File: src/rtl/bitserial_pkg.sv
// bitserial_pkg
// Types and defaults shared by the bit-serial activation sequencer and its
// shift-accumulator. The FSM state enum, default geometry and the
// accumulator width helper live here.
package bitserial_pkg;

   typedef enum logic [1:0] {
      IDLE   = 2'd0,
      STREAM = 2'd1,
      DRAIN  = 2'd2
   } state_e;

   localparam int DEF_N_LANES  = 32;
   localparam int DEF_ACT_BITS = 4;
   localparam int DEF_PSUM_W   = 8;
   localparam int DEF_PSUM_LAT = 1;

   // (2^ACT_BITS-1)*(2^PSUM_W-1) < 2^(PSUM_W+ACT_BITS), so this width never overflows.
   function automatic int acc_w(input int psum_w, input int act_bits);
      return psum_w + act_bits;
   endfunction

endpackage

File: src/rtl/bitserial_shift_acc.sv
// bitserial_shift_acc
// Tags each plane driven to the MAC, delays the tag by the MAC latency,
// and shift-accumulates the returning partial sum. It also owns the
// result register.
// Optional feature macro: SIGNED_ACT_EN. When it is defined, the MSB plane is
// subtracted, so the result is the two's-complement dot product.
// Ports:
//   CLK, reset       clock, synchronous active-high reset
//   clr_i            clear accumulator (operation start edge)
//   tag_vld_i        a plane is being registered onto plane_out this edge
//   tag_idx_i        index k of that plane
//   psum_i           MAC partial sum for the plane issued PSUM_LAT cycles ago
//   last_o           final plane has been accumulated; result loads next edge
//   result_o         final dot product, held until the next result
//   result_valid_o   one-cycle pulse when result_o updates
module bitserial_shift_acc #(
   parameter int ACT_BITS = 4,
   parameter int PSUM_W   = 8,
   parameter int PSUM_LAT = 1,
   parameter int ACC_W    = PSUM_W + ACT_BITS,
   parameter int KW       = 2
) (
   input  logic              CLK,
   input  logic              reset,
   input  logic              clr_i,
   input  logic              tag_vld_i,
   input  logic [KW-1:0]     tag_idx_i,
   input  logic [PSUM_W-1:0] psum_i,
   output logic              last_o,
   output logic [ACC_W-1:0]  result_o,
   output logic              result_valid_o
);

   localparam logic [KW-1:0] K_LAST = KW'(ACT_BITS - 1);

   // Stage 0 is loaded on the same edge as plane_out. Stage PSUM_LAT then lines up with psum_i.
   logic [PSUM_LAT:0]         vld_pipe_q;
   logic [PSUM_LAT:0][KW-1:0] idx_pipe_q;
   logic [ACC_W-1:0]          acc_q, acc_d, term;
   logic                      last_q, last_d;
   logic [ACC_W-1:0]          result_q;
   logic                      result_valid_q;

   always_comb begin
      term   = ACC_W'(psum_i) << idx_pipe_q[PSUM_LAT];
      acc_d  = acc_q;
      last_d = vld_pipe_q[PSUM_LAT] && (idx_pipe_q[PSUM_LAT] == K_LAST);
      if (clr_i) begin
         acc_d = '0;
      end else if (vld_pipe_q[PSUM_LAT]) begin
`ifdef SIGNED_ACT_EN
         // The MSB plane carries weight -2^k in two's complement.
         if (idx_pipe_q[PSUM_LAT] == K_LAST) acc_d = acc_q - term;
         else                                acc_d = acc_q + term;
`else
         acc_d = acc_q + term;
`endif
      end
   end

   always_ff @(posedge CLK) begin
      if (reset) begin
         vld_pipe_q     <= '0;
         idx_pipe_q     <= '0;
         acc_q          <= '0;
         last_q         <= 1'b0;
         result_q       <= '0;
         result_valid_q <= 1'b0;
      end else begin
         vld_pipe_q[0] <= tag_vld_i;
         idx_pipe_q[0] <= tag_idx_i;
         for (int j = 1; j <= PSUM_LAT; j++) begin
            vld_pipe_q[j] <= vld_pipe_q[j-1];
            idx_pipe_q[j] <= idx_pipe_q[j-1];
         end
         acc_q          <= acc_d;
         last_q         <= last_d;
         result_valid_q <= last_q;
         if (last_q) result_q <= acc_q;
      end
   end

   assign last_o         = last_q;
   assign result_o       = result_q;
   assign result_valid_o = result_valid_q;

endmodule

File: src/rtl/bitserial_act_sequencer.sv
// bitserial_act_sequencer
// Latches N_LANES multi-bit activations and streams them LSB-first as 1-bit
// planes to the MAC array, one plane per cycle. The returning partial sums
// are shift-accumulated into the full-precision dot product.
// Optional feature macro: SIGNED_ACT_EN, which selects two's-complement
// activations. The macro is handled inside bitserial_shift_acc.
// Ports:
//   CLK, reset     clock, synchronous active-high reset
//   start          begin an operation (ignored while busy)
//   act_data       lane i at [i*ACT_BITS +: ACT_BITS], captured at start edge
//   plane_out      registered activation bit plane to the MAC
//   psum_in        MAC partial sum, PSUM_LAT cycles behind plane_out
//   busy           high from the start edge until result_valid
//   result         final dot product, held until the next result
//   result_valid   one-cycle pulse when result updates
module bitserial_act_sequencer
   import bitserial_pkg::*;
#(
   parameter int N_LANES  = DEF_N_LANES,
   parameter int ACT_BITS = DEF_ACT_BITS,
   parameter int PSUM_W   = DEF_PSUM_W,
   parameter int PSUM_LAT = DEF_PSUM_LAT,
   parameter int ACC_W    = acc_w(DEF_PSUM_W, DEF_ACT_BITS)
) (
   input  logic                        CLK,
   input  logic                        reset,
   input  logic                        start,
   input  logic [N_LANES*ACT_BITS-1:0] act_data,
   output logic [N_LANES-1:0]          plane_out,
   input  logic [PSUM_W-1:0]           psum_in,
   output logic                        busy,
   output logic [ACC_W-1:0]            result,
   output logic                        result_valid
);

   localparam int            KW     = (ACT_BITS > 1) ? $clog2(ACT_BITS) : 1;
   localparam logic [KW-1:0] K_LAST = KW'(ACT_BITS - 1);

   state_e                      state_q;
   logic [N_LANES*ACT_BITS-1:0] act_q;
   logic [KW-1:0]               k_q;
   logic [N_LANES-1:0]          plane_q;
   logic                        busy_q;
   logic                        accept, tag_vld, last_acc;
   logic [KW-1:0]               tag_idx;

   function automatic logic [N_LANES-1:0] plane_sel(input logic [N_LANES*ACT_BITS-1:0] a,
                                                    input logic [KW-1:0] k);
      logic [N_LANES-1:0] p;
      p = '0;
      for (int i = 0; i < N_LANES; i++) p[i] = a[i*ACT_BITS + int'(k)];
      return p;
   endfunction

   // A plane is tagged on every edge that loads a real plane onto plane_out.
   always_comb begin
      accept  = (state_q == IDLE) && start;
      tag_vld = accept || (state_q == STREAM);
      tag_idx = accept ? '0 : k_q;
   end

   always_ff @(posedge CLK) begin
      if (reset) begin
         state_q <= IDLE;
         act_q   <= '0;
         k_q     <= '0;
         plane_q <= '0;
         busy_q  <= 1'b0;
      end else begin
         case (state_q)
            IDLE: begin
               if (start) begin
                  act_q   <= act_data;
                  plane_q <= plane_sel(act_data, '0);
                  k_q     <= KW'(1);
                  busy_q  <= 1'b1;
                  state_q <= STREAM;
               end else begin
                  plane_q <= '0;
               end
            end
            STREAM: begin
               plane_q <= plane_sel(act_q, k_q);
               if (k_q == K_LAST) begin
                  k_q     <= '0;
                  state_q <= DRAIN;
               end else begin
                  k_q <= k_q + 1'b1;
               end
            end
            DRAIN: begin
               plane_q <= '0;
               // Leave on the same edge that loads the result register.
               if (last_acc) begin
                  busy_q  <= 1'b0;
                  state_q <= IDLE;
               end
            end
            default: state_q <= IDLE;
         endcase
      end
   end

   bitserial_shift_acc #(
      .ACT_BITS (ACT_BITS),
      .PSUM_W   (PSUM_W),
      .PSUM_LAT (PSUM_LAT),
      .ACC_W    (ACC_W),
      .KW       (KW)
   ) u_acc (
      .CLK            (CLK),
      .reset          (reset),
      .clr_i          (accept),
      .tag_vld_i      (tag_vld),
      .tag_idx_i      (tag_idx),
      .psum_i         (psum_in),
      .last_o         (last_acc),
      .result_o       (result),
      .result_valid_o (result_valid)
   );

   assign plane_out = plane_q;
   assign busy      = busy_q;

endmodule

File: config.mk
export PLATFORM = sky130hd
export DESIGN_NAME = bitserial_act_sequencer
export DESIGN_NICKNAME = d
export VERILOG_FILES = /design/src/rtl/bitserial_pkg.sv /design/src/rtl/bitserial_shift_acc.sv /design/src/rtl/bitserial_act_sequencer.sv
export SDC_FILE = /design/constraint.sdc
export NUM_CORES = 1
export LEC_CHECK = 0
export ABC_CLOCK_PERIOD_IN_PS = 2900
export CAP_MARGIN = 20
export CORE_ASPECT_RATIO = 0.7
export CORE_MARGIN = 1.5
export CORE_UTILIZATION = 51
export DETAILED_ROUTE_END_ITERATION = 7
export PLACE_DENSITY = 0.8
export SYNTH_ARGS = -nofsm -noshare
export SYNTH_HDL_FRONTEND = slang
export SYNTH_SLANG_ARGS = --single-unit
File: constraint.sdc
create_clock -name CLK -period 2.9 [get_ports CLK]
set_input_delay 0.725 -clock CLK [delete_from_list [all_inputs] [get_ports CLK]]
set_output_delay 0.725 -clock CLK [all_outputs]
set_load 0.05 [all_outputs]
==> reports/metrics.cfg <==
[synth]
avgSynthCellArea_sq_um = 8.510
synthCells = 1009
synth_area_leaders = dfxtp_1 (46%), nand2_1 (12%), a21oi_1 (10%), mux4_2 (8.9%), nor2_1 (3.9%)
synth_xor_xnor_area_share_pct = 0.3060
synth_mux_area_share_pct = 11.96
syn_nets = 1165
yosysSeqAreaShare_pct = 45.93
synth_cell_type_count = 48
yosys_warnings = 0
yosys.area_share.simple_pct = 19.00
synth_edf_count = 0
synth.largest_area_cell = dfxtp_1
synth_top_family_by_area = simple AND/OR/NAND/NOR gates
synthArstFlopShare_pct = 0
synth_top_area_share_pct = 45.93
synth_compound_area_share_pct = 15.79
netlist_area_sq_mm = 0.008587
synth-seq-cells = 197
synth.most_common_cell = nand2_1
post_synth_fa_ha_maj_area_fraction_pct = 2.564
synth_ff_type = dfxtp_1
synthTopCellsByCount = nand2_1 (267), dfxtp_1 (197), a21oi_1 (175), nor2_1 (90), clkbuf_1 (60)

[sta]
slew_viol_final = 0
fin_crit_sh_pct = 97.25
max_freq_mhz = 354.6
layout_min_cycle_time_ns = 2.820
max_slew_margin_pct = 42.52
clock_skew_ns = 0.01707
layout_setup_ws_ns = 0.07970
tightestPinTransition_ns = 0.8610
grt_setup_unrepaired = no
holdWs_ns = 0.4371
setup_viol = 0
report.final.hold_viol_count = 0

[power]
power.density_mw_per_mm2 = 599.1
vdd_drop_max_mv = 0.3021
seq_power_share_pct = 44.8
intPower_w = 0.004826
p_clk_share_pct = 35.4
pwr-share-comb_pct = 19.7
p_leak_nw = 4.284
power.switching_w = 0.001958
p_sw_share_pct = 28.87

[global_route]
gr-total-overflow = 0
grt_pass1_vias = 7233
antenna_found_initial = 0
grtUsageTotal_pct = 25.50
grt_pass1_wl_um = 35630
grt_max_degree = 90

[clock_network]
clock_path_buffers = 2
cts_tree = built
ctsRootBufferMaster = clkbuf_16
clock_latency_ns = 0.44
h-tree-depth = 4
cts_inserted_buffers = 17
ctsHoldBuffers = 0
clk_pin_slew_ns = 0.07
cts.sinks = 197

[route]
drtAntennaViolNets = 0
wl_met3_um = 1637
vias = 7511
wl_met2_um = 10150
wire_per_inst_um = 15.57
route.detailed.drc = 0
initialDrtViolationCount = 534
wl_met1_um = 9965
routed_via_density = 5.338
firstDrtPassIters = 7
top_layer = met4
routed_wl_um = 21910

[placement]
gp_congestion = 0.8646
numPortBuffers = 184
dp_cells = 1375
placed_area_sq_mm = 0.01073
dp_hpwl_um = 14540
place_worst_setup_slack_ns = -0.3441

[floorplan]
die_x_um = 158.1
coreArea_sq_mm = 0.01640
die_y_um = 111.6
start_util_pct = 52.37
num_rows = 39
die-area_sq_mm = 0.01764
io_pins = 185

[worst_setup_path]
reg2reg_slack_ns = 0.28
endpoint_kind = register
worstPathArrival_ns = 3.19
path_class = primary input to register
startpoint_type = primary input
crit_fanout = 4
worst_ep_required_time_ns = 3.27

[cells_and_area]
drive_above_1_share_pct = 9.898
fin_nets = 1325
instances_no_fill = 1407
antenna_cells = 0
area_growth_pct = 31.88
fin_util_pct = 69.07
stdcell_area_sq_mm = 0.01132

[run]
drv_cap = 0

[hold_path]
hold_class = register to register

[outcome]
status = completed

power groups by stage:
stage	Combinational [W]	Clock, W	Sequential, W
2_1_floorplan	0.000797	0	0.00314
3_3_place_gp	0.00131	0	0.00309
3_5_place_dp	0.00133	0	0.00310
4_1_cts	0.00134	0.00243	0.00304
5_1_grt	0.00146	0.00255	0.00307
6_report	0.00134	0.00240	0.00304
cell type report:
type	count	area, sq um
Fill cell	1321	5071
Multi-Input combinational cell	722	4285
Sequential cell	197	3946
Timing Repair Buffer	223	2186
Clock buffer	17	425.4
Tap cell	225	281.5
Clock inverter	15	170.2
Inverter	8	30.03
cell families (layout without fill, tap and decap cells):
| logic type | count (synthesis) | in the layout |
|---|---|---|
| DFF | 197 | 197 |
| muxes | 60 | 60 |
| xor gates and xnor gates | 3 | 3 |
| buffers and inverters | 90 | 263 |
| and+or+nand+nor | 403 | 403 |
| adders and majority gates | 17 | 17 |
| AOI/OAI and AO/OA | 239 | 239 |
through the flow:
| step | power (W) | TNS, ns |
|---|---|---|
| after CTS | 0.006822 | 0 |
| after floorplan | 0.003936 | 0 |
| final | 0.006784 | 0 |
| after global placement | 0.004405 | -1.352 |
| after global routing | 0.007084 | 0 |
| after detailed placement | 0.004438 | -1.710 |
cell usage in the layout, fill, tap and decap left out, types with 8 or more instances in the layout:
master           netlist  layout
nand3_1               10      10
nor2_1                90      90
inv_1                  8       8
mux4_2                34      34
ha_1                  16      15
clkbuf_16              0      17
dfxtp_1              197     195
nand2_1              267     266
mux2i_1               25      25
clkdlybuf4s50_1        0     183
a22oi_1               32      32
a21oi_1              175     174
buf_4                  0      35
final timing paths:
check / startpoint / to / depth (start not counted)
setup reg to reg: u_acc.idx_pipe_q[3]$_SDFF_PP0_ / u_acc.acc_q[9]$_SDFFE_PP0P_ / 9
hold / removal: u_acc.idx_pipe_q[1]$_SDFF_PP0_ / u_acc.idx_pipe_q[3]$_SDFF_PP0_ / 1
hold reg to reg: u_acc.idx_pipe_q[1]$_SDFF_PP0_ / u_acc.idx_pipe_q[3]$_SDFF_PP0_ / 1
setup / recovery: psum_in[1] / u_acc.acc_q[9]$_SDFFE_PP0P_ / 8
layer usage:
layer | up-vias | global-route usage, %
met2 | 231 | 41.63
li1 | 3766 | -
met3 | 18 | 6.851
met5 | - | 0
met4 | 0 | 6.044
met1 | 3496 | 33.70
state kept, by name, indices dropped and copies added (netlist names):
signal,count
u_acc.result_o,12
u_acc.vld_pipe_q,2
u_acc.idx_pipe_q,4
busy,1
act_q,128
u_acc.result_valid_o,1
u_acc.last_o,1
u_acc.acc_q,12
k_q,2
plane_out,32
state_q,2
repair_timing:
action | CTS | global route
buffers inserted | 0 | 0
endpoints found under the setup margin | 0 | 1
gates resized for setup | 0 | 1
worst max-delay path, stage by stage:
cell and delay [ns]:
clkdlybuf4s50_1 0.46, mux4_2 0.49, ha_1 0.33, and2_4 0.16
a221o_1 0.33, o211a_1 0.26, or3_1 0.35, nand3_1 0.08
No activity file was read; power rests on OpenSTA's default activity.
